--- src/rtl/nibble_serial_adder_ctrl.sv ---
// Nibble-serial adder sequencer: feeds one 4-bit combinational adder one
// nibble per cycle, ripples the carry in a register and assembles the sum.
// Ports:
//   clk, rst (sync, active-high)
//   start, op_a, op_b, cin  : request; sampled when accepted in IDLE/DONE
//   busy, done, sum, cout   : status and held result
//   adder_a/b/cin -> adder  : nibble operands (zero outside RUN)
//   adder_s/cout  <- adder  : nibble result, captured the same cycle
module nibble_serial_adder_ctrl #(
  parameter int NIBBLES = 4
) (
  input  logic                 clk,
  input  logic                 rst,
  input  logic                 start,
  input  logic [4*NIBBLES-1:0] op_a,
  input  logic [4*NIBBLES-1:0] op_b,
  input  logic                 cin,
  output logic                 busy,
  output logic                 done,
  output logic [4*NIBBLES-1:0] sum,
  output logic                 cout,
  output logic [3:0]           adder_a,
  output logic [3:0]           adder_b,
  output logic                 adder_cin,
  input  logic [3:0]           adder_s,
  input  logic                 adder_cout
);

  localparam int W  = 4 * NIBBLES;
  localparam int IW = (NIBBLES > 1) ? $clog2(NIBBLES) : 1;

  typedef enum logic [1:0] {
    S_IDLE,
    S_RUN,
    S_DONE
  } state_t;

  state_t          r_state;
  state_t          w_next;
  logic [W-1:0]    r_a;
  logic [W-1:0]    r_b;
  logic [W-1:0]    r_sum;
  logic [IW-1:0]   r_idx;
  logic            r_carry;
  logic            r_cout;
  logic            w_accept;
  logic            w_last;
  logic [IW+1:0]   w_sel;

  assign w_last = (r_idx == IW'(NIBBLES - 1));
  assign w_sel  = {r_idx, 2'b00};

  always_comb begin
    w_next   = r_state;
    w_accept = 1'b0;
    unique case (r_state)
      S_IDLE: begin
        if (start) begin
          w_accept = 1'b1;
          w_next   = S_RUN;
        end
      end
      S_RUN: begin
        if (w_last) w_next = S_DONE;
      end
      S_DONE: begin
        // Back-to-back start is taken here with no idle bubble.
        if (start) begin
          w_accept = 1'b1;
          w_next   = S_RUN;
        end else begin
          w_next = S_IDLE;
        end
      end
      default: w_next = S_IDLE;
    endcase
  end

  always_comb begin
    adder_a   = 4'd0;
    adder_b   = 4'd0;
    adder_cin = 1'b0;
    if (r_state == S_RUN) begin
      adder_a   = r_a[w_sel +: 4];
      adder_b   = r_b[w_sel +: 4];
      adder_cin = r_carry;
    end
  end

  always_ff @(posedge clk) begin
    if (rst) begin
      r_state <= S_IDLE;
      r_a     <= '0;
      r_b     <= '0;
      r_sum   <= '0;
      r_idx   <= '0;
      r_carry <= 1'b0;
      r_cout  <= 1'b0;
    end else begin
      r_state <= w_next;
      if (w_accept) begin
        r_a     <= op_a;
        r_b     <= op_b;
        r_carry <= cin;
        r_idx   <= '0;
        r_sum   <= '0;
        r_cout  <= 1'b0;
      end else if (r_state == S_RUN) begin
        r_sum[w_sel +: 4] <= adder_s;
        r_carry           <= adder_cout;
        if (w_last) begin
          r_cout <= adder_cout;
        end else begin
          r_idx <= r_idx + IW'(1);
        end
      end
    end
  end

  assign busy = (r_state == S_RUN);
  assign done = (r_state == S_DONE);
  assign sum  = r_sum;
  assign cout = r_cout;

endmodule

--- config.mk ---
export PLATFORM = sky130hd
export DESIGN_NAME = nibble_serial_adder_ctrl
export DESIGN_NICKNAME = d
export VERILOG_FILES = /design/src/rtl/nibble_serial_adder_ctrl.sv
export SDC_FILE = /design/constraint.sdc
export NUM_CORES = 1
export LEC_CHECK = 0
export BUFFER_PORTS_ARGS = -buffer_cell sky130_fd_sc_hd__clkbuf_2
export CORE_MARGIN = 4
export CORE_UTILIZATION = 46
export CTS_CLUSTER_DIAMETER = 80
export DETAILED_ROUTE_END_ITERATION = 8
export PLACE_DENSITY = 0.75
export SETUP_SLACK_MARGIN = 0.15
export SLEW_MARGIN = 30
export SYNTH_ARGS = -nofsm -noshare
export SYNTH_HDL_FRONTEND = slang
export SYNTH_SLANG_ARGS = --single-unit
--- constraint.sdc ---
create_clock -name clk -period 1.8 [get_ports clk]
set_input_delay 0.09 -clock clk [delete_from_list [all_inputs] [get_ports clk]]
set_output_delay 0.09 -clock clk [all_outputs]
set_load 0.02 [all_outputs]
== Word level (Yosys, flattened, before mapping) ==
Index checks and enable logic that the tools add are counted.
Storage, ports and cells
  word-level logic and storage cells: 38
  output and inout port bits: 28
  bits in registers: 54
Cells by class
  eq/ne operators: 5
  add/subtract/negate cells: 2
  bitwise operators: 1
  muxes and demuxes: 12
  shift-type cells: 4
  reduce and logical (&&, ||, !) cells: 7
Operators with widths (count)
  variable part select 16 x 5 -> 4 bit: 2
  bitwise mux 16 bit: 1
  variable shift 4 x 6 -> 16 bit (first input constant): 1
  variable part select 4 x 6 -> 16 bit: 1
  2-to-1 mux 4 bit: 2
  2-to-1 mux 1 bit: 6
  negation 4 -> 6 bit: 1
  case mux 2 bit (3 select lines): 1
  AND reduction 2 bit: 3
  equality test 2 bit (second input constant): 2
  2-to-1 mux 2 bit: 2
  OR reduction 2 bit: 2
  adder 2 x 1 -> 2 bit (second input constant): 1
  equality test 2 x 1 -> 1 bit (second input constant): 1
  logical NOT 2 bit: 1
  != test 2 x 1 -> 1 bit (second input constant): 1
  != test 2 bit (second input constant): 1
  nonzero test 2 bit: 1
  NOT 1 bit: 1

== Longest topological paths before layout ==
  depth in word-level cells: 4
  depth in mapped cells: 7
  gate-level depth less buffers: 5

== Worst setup path after synthesis ==
OpenSTA, ideal clock, no wires.
  kind: reg-to-reg
  start: register r_idx[1]
  end: register r_sum[10] (netlist: sum[10])
  data required time: 1.683 ns
  path slack: -0.076 ns
  data arrival time: 1.758 ns
  stages on the path, launching flop included: 7
  clock period less this slack: 1.876 ns
  path through: dfxtp_1 > clkbuf_1 > inv_1 > ha_1 > and4bb_1 > and3_1 > a32o_1
Between the ends
  word-level cells in the longest chain between the ends: 3
  elaborated cells on any way between the ends: 4
  those cells by class: add/sub (1); shift (2); mux (1)
Ends and longest elaborated chain
  from (decl): line 43  | logic [IW-1:0] r_idx;
  from (signal assigned): line 114  | r_idx <= r_idx + IW'(1);
  negation 4 -> 6 bit (*): line 109  | r_sum[w_sel +: 4] <= adder_s;
  variable part select 4 x 6 -> 16 bit / variable shift 4 x 6 -> 16 bit (equally long branches): line 109
  bitwise mux 16 bit (*): line 109
  to (signal, indexed assignment): line 109
  to (decl): line 42  | logic [W-1:0] r_sum;
Mark *: on every way between the ends. The rest lies on a longest branch, timed or not.
A chain may end at the register's enable or synchronous reset.

== Worst setup path after layout ==
  start: register r_idx[0]
  end: output adder_a[1]
Between the ends
  word-level cells in the longest chain between the ends: 2
Ends and longest elaborated chain
  variable part select 16 x 5 -> 4 bit: line 84  | adder_a = r_a[w_sel +: 4];
  2-to-1 mux 4 bit: line 83  | if (r_state == S_RUN) begin
  to (decl): line 22  | output logic [3:0] adder_a,
Every way passes these cells.

==> reports/qor.yml <==
hold_path:
  hp-class: "input pin to flip-flop"
routing:
  ant_nets: 0
  dr.pass1.iters: 4
  wl_per_cell_um: 14.4
  vias: 2117
  drt-initial-drc-count: 141
  viasPerCell: 5.21
  drc: 0
  met2_length_mm: 2.71
  wirelength_mm: 5.86
  dr_wl_met3_um: 404
  wl_met1_mm: 2.68
  top_layer: "met4"
logic_synthesis:
  ys_dominant_reg_cell: "dfxtp_1"
  synth_seq_cells: 54
  synth.most_common_cell: "nand2_1"
  synth_top_area_share_pct: 45.6
  syn_area_mm2: 0.00237
  synth_edf_count: 0
  syn_area_per_cell_um2: 9.26
  synth_top_area_cell: "dfxtp_1"
  yosysWarningCount: 0
  yosysSeqAreaShare_pct: 45.6
  yosys-top-cells-count: "72 x nand2_1, 54 x dfxtp_1, 39 x a21oi_1"
  syn_inst: 256
  yosysUniqueCellTypes: 34
  synthArstFlopShare_pct: 0
  synth.area.top_cells: "dfxtp_1 46%, nand2_1 11%, a21oi_1 8.2%, mux4_1 6.7%, a32o_1 4.6%"
  synth_fp_nets: 303
timing:
  final.setup.tns_ps: 0
  hold_viol_final: 1
  min_period_over_period_pct: 94.2
  skew_ps: 10.5
  slew_headroom_pct: 64.0
  slew_viol_final: 0
  hold_slack_ps: -0.0612
  worst_pin_slew_ps: 538
  period_needed_ps: 1700
  setup_viol: 0
  rsz0062_at_grt: "true"
  max_freq_mhz: 590
pwr:
  clkPwrFrac_pct: 29.0
  pwr_density_cell_mw_per_mm2: 754
  power_leakage_nw: 1.30
  seqPwrFrac_pct: 54.2
  finalPower_mw: 2.36
  ir_worst_vdd_uv: 486
  netSwitchingFraction_pct: 26.1
  p_int_mw: 1.74
  power_frac_comb_pct: 16.8
  switchingPower_mw: 0.617
die:
  row_count: 25
  die_h_um: 79.8
  die_area_mm2: 0.00636
  die_w_um: 79.8
  core_area_mm2: 0.00485
  start_util_pct: 48.9
  boundaryPins: 69
setup_path:
  critPathTopFamily: "multiplexers"
  cp_data_arrival_time_ps: 1610
  max_stage_delay_ps: 500
  criticalPathCategory: "flip-flop to output pin"
  cpMostUsedCell: "buf_6"
  cp-start-kind: "flip-flop"
  worstPathRequired_ps: 1710
  critPathSlowestCell: "mux4_2"
  cp_max_fo: 4
  critPathBufInv: 2
  crit_path_end_kind: "output pin"
  crit_path_cell_trace: "buf_6 -> mux4_2 -> and2_4 -> buf_6"
grt:
  grt_overflow: 0
  grt_pass1_wl_mm: 9.56
  grt_use_total_pct: 19.0
  antenna_found_initial: 0
  grt_pass1_vias: 2019
  grt_max_degree: 20
clocking:
  clockBufferDepth: 2
  clk_latency_ps: 310
  numCtsBuffers: 5
  cts_sinks: 54
  cts_tree: "done"
  clkTransAtPathRegs_ps: 90
  cts_max_level: 2
  clock-root-buffer: "clkbuf_8"
final_layout:
  final_util_pct: 64.6
  diodes: 0
  nFillCells: 421
  finalNetCount: 385
  drive_gt1_share_pct: 36.6
  areaGrowthSynthToFinish_pct: 32.2
run_status:
  failed_checks: "negative hold slack"
  status: "finished, violations left"
flow_run:
  maxCapViolations: 0
place:
  place_hpwl_mm: 4.05
  numPortBuffers: 68
  routabilityCongestion: 0.792
==> repair_timing <==
item                                   in CTS  in global routing
resized for setup                          30                 21
pin swaps                                   1                  9
hold buffers                                8                  0
endpoints found under the hold margin       8                  0
setup endpoints to repair                  12                 25
setup buffers                               8                  0
==> layout make-up <==
class                   count  area [µm²]  share of cell area, %
inverters                   4        22.5                  0.719
repair buffers             92         641                   20.4
clock buffers               7        86.3                   2.76
well taps                  67        83.8                   2.68
clock inverters             1        5.00                  0.160
multi-input cells         181        1210                   38.6
flip-flops and latches     54        1090                   34.7
==> cells in the final DEF, fill, tap and decap left out, types with 2 or more instances in the layout <==
cell type,n
o21ai_0,2
dfxtp_1,52
nand2b_1,3
mux4_2,8
nor2b_1,2
a32o_1,11
a21oi_1,38
inv_1,2
buf_8,6
nor3_2,2
buf_6,6
clkbuf_2,60
clkbuf_8,6
a211oi_2,2
nand2_1,72
and2_4,8
buf_4,11
nand4_1,5
nor2_1,6
dlygate4sd3_1,8
nand3b_1,3
ha_1,5
==> per-layer routing <==
metal  up-vias  GRT usage (%)
met3         6           4.97
met5         -              0
met1       999           26.3
met2        62           29.4
met4         0           5.41
li1       1050              -
==> path summary, 6_finish.rpt <==
| check | end | depth (start not counted) | slack (ps) | from |
|---|---|---|---|---|
| setup / recovery | adder_a[1] | 4 | 100 | r_idx[0]$_SDFFE_PP0P_ |
| hold / removal | r_a[12]$_SDFFE_PP0P_ | 3 | -0.06 | op_a[12] |
| setup reg to reg | sum[10]$_SDFFE_PP0P_ | 7 | 130 | r_idx[0]$_SDFFE_PP0P_ |
| hold reg to reg | cout$_SDFFE_PP0P_ | 2 | 460 | cout$_SDFFE_PP0P_ |
==> worst reg2reg max path, cell delays in order, from the launching register on <==
cell	delay (ps)
dfxtp_4	370
buf_6	130
buf_6	120
inv_6	40
ha_4	240
and4bb_2	260
and3_4	160
a32o_1	230
==> power by group through the flow <==
| stage | clock (mW) | sequential [mW] | combinational (mW) |
|---|---|---|---|
| 3_3_place_gp | 0 | 1.31 | 0.315 |
| 5_1_grt | 0.738 | 1.29 | 0.438 |
| 3_5_place_dp | 0 | 1.31 | 0.321 |
| 4_1_cts | 0.688 | 1.28 | 0.381 |
| 6_report | 0.685 | 1.28 | 0.396 |
| 2_1_floorplan | 0 | 1.30 | 0.224 |
==> stage by stage <==
step | setup slack, ps | cell area (µm²) | cells
2_1_floorplan | 151 | 2400 | 256
3_3_place_gp | 147 | 2780 | 382
3_5_place_dp | 108 | 2780 | 382
4_1_cts | 100 | 3080 | 406
5_1_grt | 61.4 | 3130 | 406
6_report | 105 | 3130 | 406
==> cells by family after synthesis <==
logic type | share of synthesized area, %
buf+inv | 4.80
xor+xnor | 0.370
fa+ha+maj | 3.17
mux | 8.55
compound gates | 14.7
flops | 45.6
simple gates | 22.8
==> flip-flops by register name (all words and copies together) (netlist names) <==
name / cells
r_idx: 2
r_carry: 1
cout: 1
r_b: 16
r_state: 2
r_a: 16
sum: 16
No activity file was read; power rests on OpenSTA's default activity.
